$ cat src/rtl/pic_bus_pkg.sv
// Shared types and constants for the 8259A host-side bus sequencer and its neighbours.
// Latency: n/a (package only).
// Backpressure: n/a (package only).
//
// Contents: FSM state enum, default bus timing, shared counter width and loader,
// ICW/OCW bit-field constants for command-word builders.
package pic_bus_pkg;

    typedef enum logic [2:0] {
        ST_IDLE,
        ST_SETUP,
        ST_STROBE,
        ST_HOLD,
        ST_INTA1,
        ST_INTA_GAP,
        ST_INTA2,
        ST_INTA_END
    } pic_state_t;

    // Default bus timing, in core clock cycles (each legal range 1..15).
    localparam int unsigned DEF_SETUP_CYCLES    = 1;
    localparam int unsigned DEF_PULSE_CYCLES    = 2;
    localparam int unsigned DEF_HOLD_CYCLES     = 1;
    localparam int unsigned DEF_INTA_GAP_CYCLES = 2;

    // One shared down-counter times every timed state.
    localparam int CNT_W = 4;

    // Command-word bit fields.
    localparam int          ICW1_INIT_BIT = 4;
    localparam int          OCW3_SEL_BIT  = 3;
    localparam logic [7:0]  ICW1_INIT     = 8'h10;
    localparam logic [7:0]  OCW3_SEL      = 8'h08;

    // Counter reload for a state lasting 'cycles' clocks; the state exits when
    // the counter reads zero, so the load value is cycles-1.
    function automatic logic [CNT_W-1:0] cnt_load(input int unsigned cycles);
        return CNT_W'(cycles - 1);
    endfunction

endpackage

$ cat src/rtl/pic_host_bus_sequencer_if.sv
// Bundle of host command/response signals and 8259A-side pins.
// Latency: n/a (wiring only).
// Backpressure: cmd_valid/cmd_ready handshake on the host command path.
//
// master: the sequencer view (drives bus strobes, cmd_ready, responses).
// slave : the host core plus PIC view (drives commands, data_in, interrupt).
interface pic_host_bus_sequencer_if;

    // host command / response
    logic       cmd_valid;
    logic       cmd_ready;
    logic       cmd_write;
    logic       cmd_a0;
    logic [7:0] cmd_data;
    logic       rsp_valid;
    logic [7:0] rsp_data;
    logic       int_enable;
    logic       vector_valid;
    logic [7:0] vector;

    // PIC pins
    logic       chip_select_n;
    logic       read_n;
    logic       write_n;
    logic       ao_address_line;
    logic [7:0] data_out;
    logic       data_out_enable;
    logic [7:0] data_in;
    logic       interrupt;
    logic       interrupt_acknowledge_n;

    modport master (
        input  cmd_valid, cmd_write, cmd_a0, cmd_data, int_enable, data_in, interrupt,
        output cmd_ready, rsp_valid, rsp_data, vector_valid, vector,
               chip_select_n, read_n, write_n, ao_address_line,
               data_out, data_out_enable, interrupt_acknowledge_n
    );

    modport slave (
        output cmd_valid, cmd_write, cmd_a0, cmd_data, int_enable, data_in, interrupt,
        input  cmd_ready, rsp_valid, rsp_data, vector_valid, vector,
               chip_select_n, read_n, write_n, ao_address_line,
               data_out, data_out_enable, interrupt_acknowledge_n
    );

endinterface

$ cat src/rtl/pic_sync2.sv
// Two-flop synchronizer for a single asynchronous level.
// Latency: 2 clk cycles.
// Backpressure: none.
//
// Ports: clk, rst_n (async active-low), d (async in), q (synchronized out, resets to 0).
module pic_sync2 (
    input  logic clk,
    input  logic rst_n,
    input  logic d,
    output logic q
);

    logic meta;

    always_ff @(posedge clk or negedge rst_n) begin
        if (!rst_n) begin
            meta <= 1'b0;
            q    <= 1'b0;
        end else begin
            meta <= d;
            q    <= meta;
        end
    end

endmodule

$ cat src/rtl/pic_host_bus_sequencer.sv
// Host-side initiator for an 8259A: runs CS/RD/WR/A0 bus cycles and the two-pulse INTA handshake.
// Latency: command handshake to cmd_ready high again = SETUP+PULSE+HOLD+1 cycles; INTA = 2*PULSE+GAP+1.
// Backpressure: cmd_ready only in IDLE with no pending interrupt; an interrupt wins over a same-cycle command.
//
// Ports: clk, rst_n (async active-low); bus = pic_host_bus_sequencer_if.master carrying
// cmd_*/rsp_*/vector* toward the host core and CS_N/RD_N/WR_N/A0/data/INT/INTA_N toward the PIC.
module pic_host_bus_sequencer
    import pic_bus_pkg::*;
#(
    parameter int unsigned SETUP_CYCLES    = DEF_SETUP_CYCLES,
    parameter int unsigned PULSE_CYCLES    = DEF_PULSE_CYCLES,
    parameter int unsigned HOLD_CYCLES     = DEF_HOLD_CYCLES,
    parameter int unsigned INTA_GAP_CYCLES = DEF_INTA_GAP_CYCLES
) (
    input  logic                     clk,
    input  logic                     rst_n,
    pic_host_bus_sequencer_if.master bus
);

    pic_state_t       state;
    logic [CNT_W-1:0] cnt;
    logic             cnt_done;

    logic             int_sync;
    logic             int_req;
    logic             cmd_ready;
    logic             cmd_fire;

    // Registered outputs and latched command
    logic             cmd_write_q;
    logic             cs_n_q;
    logic             rd_n_q;
    logic             wr_n_q;
    logic             inta_n_q;
    logic             a0_q;
    logic [7:0]       data_out_q;
    logic             data_oe_q;
    logic             rsp_valid_q;
    logic [7:0]       rsp_data_q;
    logic             vector_valid_q;
    logic [7:0]       vector_q;

    pic_sync2 u_int_sync (
        .clk   (clk),
        .rst_n (rst_n),
        .d     (bus.interrupt),
        .q     (int_sync)
    );

    assign int_req   = int_sync & bus.int_enable;
    // rst_n gates ready so the host sees no acceptance while reset is held.
    assign cmd_ready = rst_n & (state == ST_IDLE) & ~int_req;
    assign cmd_fire  = bus.cmd_valid & cmd_ready;
    assign cnt_done  = (cnt == '0);

    always_ff @(posedge clk or negedge rst_n) begin
        if (!rst_n) begin
            state          <= ST_IDLE;
            cnt            <= '0;
            cmd_write_q    <= 1'b0;
            cs_n_q         <= 1'b1;
            rd_n_q         <= 1'b1;
            wr_n_q         <= 1'b1;
            inta_n_q       <= 1'b1;
            a0_q           <= 1'b0;
            data_out_q     <= 8'h00;
            data_oe_q      <= 1'b0;
            rsp_valid_q    <= 1'b0;
            rsp_data_q     <= 8'h00;
            vector_valid_q <= 1'b0;
            vector_q       <= 8'h00;
        end else begin
            // Response and vector strobes are single-cycle pulses.
            rsp_valid_q    <= 1'b0;
            vector_valid_q <= 1'b0;

            case (state)
                ST_IDLE: begin
                    if (int_req) begin
                        state     <= ST_INTA1;
                        cnt       <= cnt_load(PULSE_CYCLES);
                        inta_n_q  <= 1'b0;
                        cs_n_q    <= 1'b1;
                        data_oe_q <= 1'b0;
                    end else if (cmd_fire) begin
                        state       <= ST_SETUP;
                        cnt         <= cnt_load(SETUP_CYCLES);
                        cmd_write_q <= bus.cmd_write;
                        a0_q        <= bus.cmd_a0;
                        data_out_q  <= bus.cmd_data;
                        cs_n_q      <= 1'b0;
                        data_oe_q   <= bus.cmd_write;
                    end
                end

                ST_SETUP: begin
                    if (cnt_done) begin
                        state  <= ST_STROBE;
                        cnt    <= cnt_load(PULSE_CYCLES);
                        wr_n_q <= ~cmd_write_q;
                        rd_n_q <= cmd_write_q;
                    end else begin
                        cnt <= cnt - 1'b1;
                    end
                end

                ST_STROBE: begin
                    if (cnt_done) begin
                        state  <= ST_HOLD;
                        cnt    <= cnt_load(HOLD_CYCLES);
                        wr_n_q <= 1'b1;
                        rd_n_q <= 1'b1;
                        // Read data is taken at the end of the strobe, when the PIC
                        // has had the full pulse width to drive the bus.
                        if (!cmd_write_q) begin
                            rsp_data_q <= bus.data_in;
                        end
                    end else begin
                        cnt <= cnt - 1'b1;
                    end
                end

                ST_HOLD: begin
                    if (cnt_done) begin
                        state       <= ST_IDLE;
                        cs_n_q      <= 1'b1;
                        data_oe_q   <= 1'b0;
                        rsp_valid_q <= ~cmd_write_q;
                    end else begin
                        cnt <= cnt - 1'b1;
                    end
                end

                // From here on the sequence runs to completion regardless of
                // INT or the enable; the PIC expects both pulses once started.
                ST_INTA1: begin
                    if (cnt_done) begin
                        state    <= ST_INTA_GAP;
                        cnt      <= cnt_load(INTA_GAP_CYCLES);
                        inta_n_q <= 1'b1;
                    end else begin
                        cnt <= cnt - 1'b1;
                    end
                end

                ST_INTA_GAP: begin
                    if (cnt_done) begin
                        state    <= ST_INTA2;
                        cnt      <= cnt_load(PULSE_CYCLES);
                        inta_n_q <= 1'b0;
                    end else begin
                        cnt <= cnt - 1'b1;
                    end
                end

                ST_INTA2: begin
                    if (cnt_done) begin
                        state          <= ST_INTA_END;
                        inta_n_q       <= 1'b1;
                        vector_q       <= bus.data_in;
                        vector_valid_q <= 1'b1;
                    end else begin
                        cnt <= cnt - 1'b1;
                    end
                end

                ST_INTA_END: begin
                    state <= ST_IDLE;
                end

                default: begin
                    state <= ST_IDLE;
                end
            endcase
        end
    end

    assign bus.cmd_ready               = cmd_ready;
    assign bus.rsp_valid               = rsp_valid_q;
    assign bus.rsp_data                = rsp_data_q;
    assign bus.vector_valid            = vector_valid_q;
    assign bus.vector                  = vector_q;
    assign bus.chip_select_n           = cs_n_q;
    assign bus.read_n                  = rd_n_q;
    assign bus.write_n                 = wr_n_q;
    assign bus.ao_address_line         = a0_q;
    assign bus.data_out                = data_out_q;
    assign bus.data_out_enable         = data_oe_q;
    assign bus.interrupt_acknowledge_n = inta_n_q;

endmodule

$ cat src/flat_wrapper.sv
// flat-port wrapper written by rule: the top's interface ports become plain ports
module pic_host_bus_sequencer_flat import pic_bus_pkg::*;
#(
    parameter int unsigned SETUP_CYCLES    = DEF_SETUP_CYCLES,
    parameter int unsigned PULSE_CYCLES    = DEF_PULSE_CYCLES,
    parameter int unsigned HOLD_CYCLES     = DEF_HOLD_CYCLES,
    parameter int unsigned INTA_GAP_CYCLES = DEF_INTA_GAP_CYCLES
)
  (clk, rst_n, bus_cmd_valid, bus_cmd_write, bus_cmd_a0, bus_cmd_data, bus_int_enable, bus_data_in, bus_interrupt, bus_cmd_ready, bus_rsp_valid, bus_rsp_data, bus_vector_valid, bus_vector, bus_chip_select_n, bus_read_n, bus_write_n, bus_ao_address_line, bus_data_out, bus_data_out_enable, bus_interrupt_acknowledge_n);
  pic_host_bus_sequencer_if bus_i ();
  input  logic clk;
  input  logic rst_n;
  input wire logic [$bits(bus_i.cmd_valid)-1:0] bus_cmd_valid;
  input wire logic [$bits(bus_i.cmd_write)-1:0] bus_cmd_write;
  input wire logic [$bits(bus_i.cmd_a0)-1:0] bus_cmd_a0;
  input wire logic [$bits(bus_i.cmd_data)-1:0] bus_cmd_data;
  input wire logic [$bits(bus_i.int_enable)-1:0] bus_int_enable;
  input wire logic [$bits(bus_i.data_in)-1:0] bus_data_in;
  input wire logic [$bits(bus_i.interrupt)-1:0] bus_interrupt;
  output wire logic [$bits(bus_i.cmd_ready)-1:0] bus_cmd_ready;
  output wire logic [$bits(bus_i.rsp_valid)-1:0] bus_rsp_valid;
  output wire logic [$bits(bus_i.rsp_data)-1:0] bus_rsp_data;
  output wire logic [$bits(bus_i.vector_valid)-1:0] bus_vector_valid;
  output wire logic [$bits(bus_i.vector)-1:0] bus_vector;
  output wire logic [$bits(bus_i.chip_select_n)-1:0] bus_chip_select_n;
  output wire logic [$bits(bus_i.read_n)-1:0] bus_read_n;
  output wire logic [$bits(bus_i.write_n)-1:0] bus_write_n;
  output wire logic [$bits(bus_i.ao_address_line)-1:0] bus_ao_address_line;
  output wire logic [$bits(bus_i.data_out)-1:0] bus_data_out;
  output wire logic [$bits(bus_i.data_out_enable)-1:0] bus_data_out_enable;
  output wire logic [$bits(bus_i.interrupt_acknowledge_n)-1:0] bus_interrupt_acknowledge_n;
  assign bus_i.cmd_valid = bus_cmd_valid;
  assign bus_i.cmd_write = bus_cmd_write;
  assign bus_i.cmd_a0 = bus_cmd_a0;
  assign bus_i.cmd_data = bus_cmd_data;
  assign bus_i.int_enable = bus_int_enable;
  assign bus_i.data_in = bus_data_in;
  assign bus_i.interrupt = bus_interrupt;
  assign bus_cmd_ready = bus_i.cmd_ready;
  assign bus_rsp_valid = bus_i.rsp_valid;
  assign bus_rsp_data = bus_i.rsp_data;
  assign bus_vector_valid = bus_i.vector_valid;
  assign bus_vector = bus_i.vector;
  assign bus_chip_select_n = bus_i.chip_select_n;
  assign bus_read_n = bus_i.read_n;
  assign bus_write_n = bus_i.write_n;
  assign bus_ao_address_line = bus_i.ao_address_line;
  assign bus_data_out = bus_i.data_out;
  assign bus_data_out_enable = bus_i.data_out_enable;
  assign bus_interrupt_acknowledge_n = bus_i.interrupt_acknowledge_n;
  pic_host_bus_sequencer #(.SETUP_CYCLES(SETUP_CYCLES), .PULSE_CYCLES(PULSE_CYCLES), .HOLD_CYCLES(HOLD_CYCLES), .INTA_GAP_CYCLES(INTA_GAP_CYCLES)) u_core (.clk(clk), .rst_n(rst_n), .bus(bus_i));
endmodule
$ cat config.mk
export PLATFORM = sky130hd
export DESIGN_NAME = pic_host_bus_sequencer_flat
export DESIGN_NICKNAME = d
export VERILOG_FILES = /design/src/rtl/pic_bus_pkg.sv /design/src/rtl/pic_host_bus_sequencer_if.sv /design/src/rtl/pic_sync2.sv /design/src/rtl/pic_host_bus_sequencer.sv /design/src/flat_wrapper.sv
export SDC_FILE = /design/constraint.sdc
export NUM_CORES = 1
export LEC_CHECK = 0
export CAP_MARGIN = 5
export CORE_ASPECT_RATIO = 0.6
export CORE_MARGIN = 2
export CORE_UTILIZATION = 33
export DETAILED_ROUTE_END_ITERATION = 10
export GPL_TIMING_DRIVEN = 0
export PLACE_DENSITY = 0.57
export SETUP_SLACK_MARGIN = 0.15
export SYNTH_ARGS = -nofsm -noshare
export SYNTH_HDL_FRONTEND = slang
export SYNTH_SLANG_ARGS = --single-unit
$ cat constraint.sdc
create_clock -name clk -period 3.07 [get_ports clk]
set_clock_uncertainty 0.05 [all_clocks]
set_input_delay 0.307 -clock clk [delete_from_list [all_inputs] [get_ports clk]]
set_output_delay 0.307 -clock clk [all_outputs]
set_load 0.05 [all_outputs]
==> summary.md <==
| Metric | Value |
|---|---|
| Actual slew at the worst max-slew pin | `~0.81 ns` |
| CP Launch Type | `input port` |
| Final setup fails | `0` |
| Overall Power | `approximately 0.0032 W` |
| Wire length per cell | `approximately 15 um` |
| H-tree Lvls | `2` |
| Final setup TNS | `0 ns` |
| Distinct cells, synth | `just over 40` |
| PortBufs | `55` |
| Mapped Cells | `153` |
| Hold WC Path Type | `reg -> reg` |
| Chip height | `approximately 63 um` |
| Placed Cells incl. Taps | `a little under 300` |
| CTS clock-pin slew for the worst setup and hold paths | `approximately 0.070 ns` |
| Vias/cell | `~4.9` |
| CTS Buf Count | `5` |
| Sequential share of the synthesized area | `between 50% and 60%` |
| Outcome | `complete, no violations` |
| Unrepaired setup endpoints after global routing | `no` |
| Layout cell share with drive strength beyond 1 | `approximately 22%` |
| Synth Area per Inst | `12.36 sq um` |
| GRT Total Usage | `15.01%` |
| Fillers | `504` |
| Routability cong. | `about 0.79` |
| Placed wire-length estimate | `3258 um` |
| Total Routed Length | `4359 um` |
| DRC Markers | `0` |
| Worst Setup Path Type | `in -> out` |
| Clock latency on the worst-skew pair | `about 0.28 ns` |
| # clock sinks | `42` |
| CP Buf/Inv Count | `4` |
| Post-synthesis cell area | `about 1900 sq um` |
| Worst vdd ir | `0.6547 mV` |
| Ports | `56` |
| Post-Place Setup Slack | `0.5832 ns` |
| Async set or reset register ratio after synthesis | `100.0%` |
| Final Worst Setup Slack | `0.4216 ns` |
| DP Area | `approximately 2600 sq um` |
| CTS tree | `built` |
| CTS resizes | `0` |
| Maximum buffer depth of the clock tree | `2` |
| # diodes | `0` |
| Leak | `1.134 nW` |
| Hold Vio Cnt, Final | `0` |
| Die Footprint | `around 6400 sq um` |
| Relative slew slack | `a little under half` |
| Worst setup EP type | `output pin` |
| First-pass GRT wire length | `around 7500 um` |
| Crit-path slowest cell | `clkdlybuf4s50_1` |
| Worst Path Max Fanout | `37` |
| Root Buffer | `clkbuf_8` |
| Area growth, synth to finish | `40.08%` |
| Chain of cells forming the critical path | `dlygate4sd3_1, buf_2, buf_12, and2_1, clkdlybuf4s50_1` |
| Post-synth EDFFs | `0` |
| Largest net degree at the start of global routing | `38` |
| Final period util | `between 80% and 90%` |
| Core area | `roughly 5500 sq um` |
| Power Dens Cells | `around 1200 nW/um^2` |
| Ys Warns | `0` |
| Fin. max-slew vios | `0` |
| Routed Antenna Nets | `0` |
| Period minus WS final | `between 2 and 3 ns` |
| Post-route insts no fill | `298` |
| Critical path data required time | `around 2.7 ns` |
| Syn_nets | `roughly 180` |
| Grt total ovfl | `0` |
| DR iter-0 viols | `~120` |
| Initial core utilization | `between 30% and 40%` |
| Top FF cell, synth | `dfrtp_1` |
| Chip Width | `roughly 100 um` |
| Post-route design area | `between 2000 and 3000 sq um` |
| DR vias | `approximately 1.5k` |
| Max-cap violation count | `0` |
| Number of detailed-route iterations in the first pass | `4` |
| Initial antenna violation count | `0` |
| Flop and latch count out of synthesis | `42` |
| CP peak stage delay | `just under 0.8 ns` |
| Max Clk Rate | `377.6 MHz` |
| Vias in the first global route | `roughly 1.5k` |
| CP arrival | `2.29 ns` |
| Critical path's top delay family | `buffers and inverters` |
| Nets | `between 200 and 250` |
| Row count | `21` |
flip-flops by register name, summed over array words and instances, names as in the netlist, 3 cells and up:
name,flops
u_core.cnt,4
u_core.state,3
u_core.bus.data_out,8
u_core.bus.rsp_data,8
u_core.bus.vector,8
cells in the mapped netlist (2+ instances only):
library cell | number | area [sq um]
ha_1 | 2 | 25.02
nor3_1 | 4 | 20.02
o21ai_0 | 5 | 25.02
nand2_1 | 8 | 30.03
a211o_1 | 3 | 26.28
nor2_1 | 5 | 18.77
nor3b_1 | 2 | 15.01
nand3_1 | 3 | 15.01
mux2_2 | 27 | 304.0
clkbuf_1 | 5 | 18.77
buf_2 | 3 | 15.01
a22o_1 | 2 | 17.52
o22a_1 | 2 | 17.52
inv_1 | 6 | 22.52
dfstp_2 | 4 | 105.1
dfrtp_1 | 38 | 950.9
and2_1 | 4 | 25.02
a21oi_1 | 6 | 30.03
o22ai_1 | 2 | 12.51
layout by cell type (no fill, tap or decap), types with 2 or more instances in the layout:
master / Yosys / routed
clkdlybuf4s50_1: 0 / 54
dfrtp_1: 38 / 38
mux2_2: 27 / 27
nand2_1: 8 / 8
inv_1: 6 / 6
clkbuf_1: 5 / 6
a21oi_1: 6 / 6
nor2_1: 5 / 5
o21ai_0: 5 / 5
clkbuf_8: 0 / 5
buf_2: 3 / 4
and2_1: 4 / 4
nor3_1: 4 / 4
dfstp_2: 4 / 4
nand3_1: 3 / 3
a211o_1: 3 / 3
nor3b_1: 2 / 2
a22o_1: 2 / 2
o22a_1: 2 / 2
o22ai_1: 2 / 2
ha_1: 2 / 2
clkinv_2: 0 / 2
worst reg2reg max path: cells and delay by family, from the launching register on:
kind / cells / cell delay, ns
simple gates: 2 / 1.04
flops: 1 / 0.42
mux: 1 / 0.38
fa+ha+maj: 1 / 0.16
buf+inv: 1 / 0.12
worst paths after layout:
kind                            cells after the start                              from  slack [ns]                                 end
worst max-delay path                                5                             rst_n        0.42                       bus_cmd_ready
worst min-delay path                                0  u_core.u_int_sync.meta$_DFF_PN0_        0.30       u_core.u_int_sync.q$_DFF_PN0_
worst max register to register                      5         u_core.cnt[0]$_DFFE_PN0P_        0.79    u_core.bus.vector[4]$_DFFE_PN0P_
worst min register to register                      0  u_core.u_int_sync.meta$_DFF_PN0_        0.30       u_core.u_int_sync.q$_DFF_PN0_
max in group asynchronous                           3                             rst_n        2.08       u_core.bus.read_n$_DFFE_PN1P_
min in group asynchronous                           2                             rst_n        0.37  u_core.bus.data_out[5]$_DFFE_PN0P_
report_power, final:
part | switching [W] | internal [W] | leakage, nW
logic | 0.00115 | 0.000699 | 0.573
clock network | 0.000175 | 0.000158 | 0.0450
registers | 0.000160 | 0.000812 | 0.516
routing by layer:
metal | global-route usage [%] | part of all wire [%] | vias up
li1 | - | - | 680
met1 | 19.43 | 44 | 699
met2 | 22.70 | 46 | 64
met3 | 5.481 | 7.6 | 12
met4 | 6.081 | 2.2 | 0
met5 | 0 | 0 | -
logic make-up after synthesis:
group | share of synthesized area (%)
adder cells (fa/ha/maj) | 1.323
AO/OA/AOI/OAI | 12.04
AND/OR/NAND/NOR | 11.24
flip-flops | 55.82
multiplexers | 16.60
buffers and inverters | 2.976
metrics by stage:
step,hold slack (ns),utilization (%)
floorplan,-0.03859,-
global placement,0.2860,45.86
detailed placement,0.1430,46.13
CTS,0.3059,47.80
global route,0.3208,47.80
finish,0.3041,47.80
final cells by class:
class | instances | area (sq um) | area share [%]
Tap cell | 80 | 100.1 | 3.777
Timing Repair Buffer | 57 | 575.6 | 21.72
Multi-Input combinational cell | 97 | 779.5 | 29.41
Sequential cell | 42 | 1056 | 39.85
Clock inverter | 2 | 10.01 | 0.3777
Buffer | 8 | 33.78 | 1.275
Inverter | 6 | 22.52 | 0.8499
Clock buffer | 6 | 72.57 | 2.738
what timing repair did:
item                                   4_1_cts  5_1_grt
endpoints found under the hold margin        9        0
buffers inserted                             0        0
hold buffers                                 1        0
(Power assumes the default switching activity.)
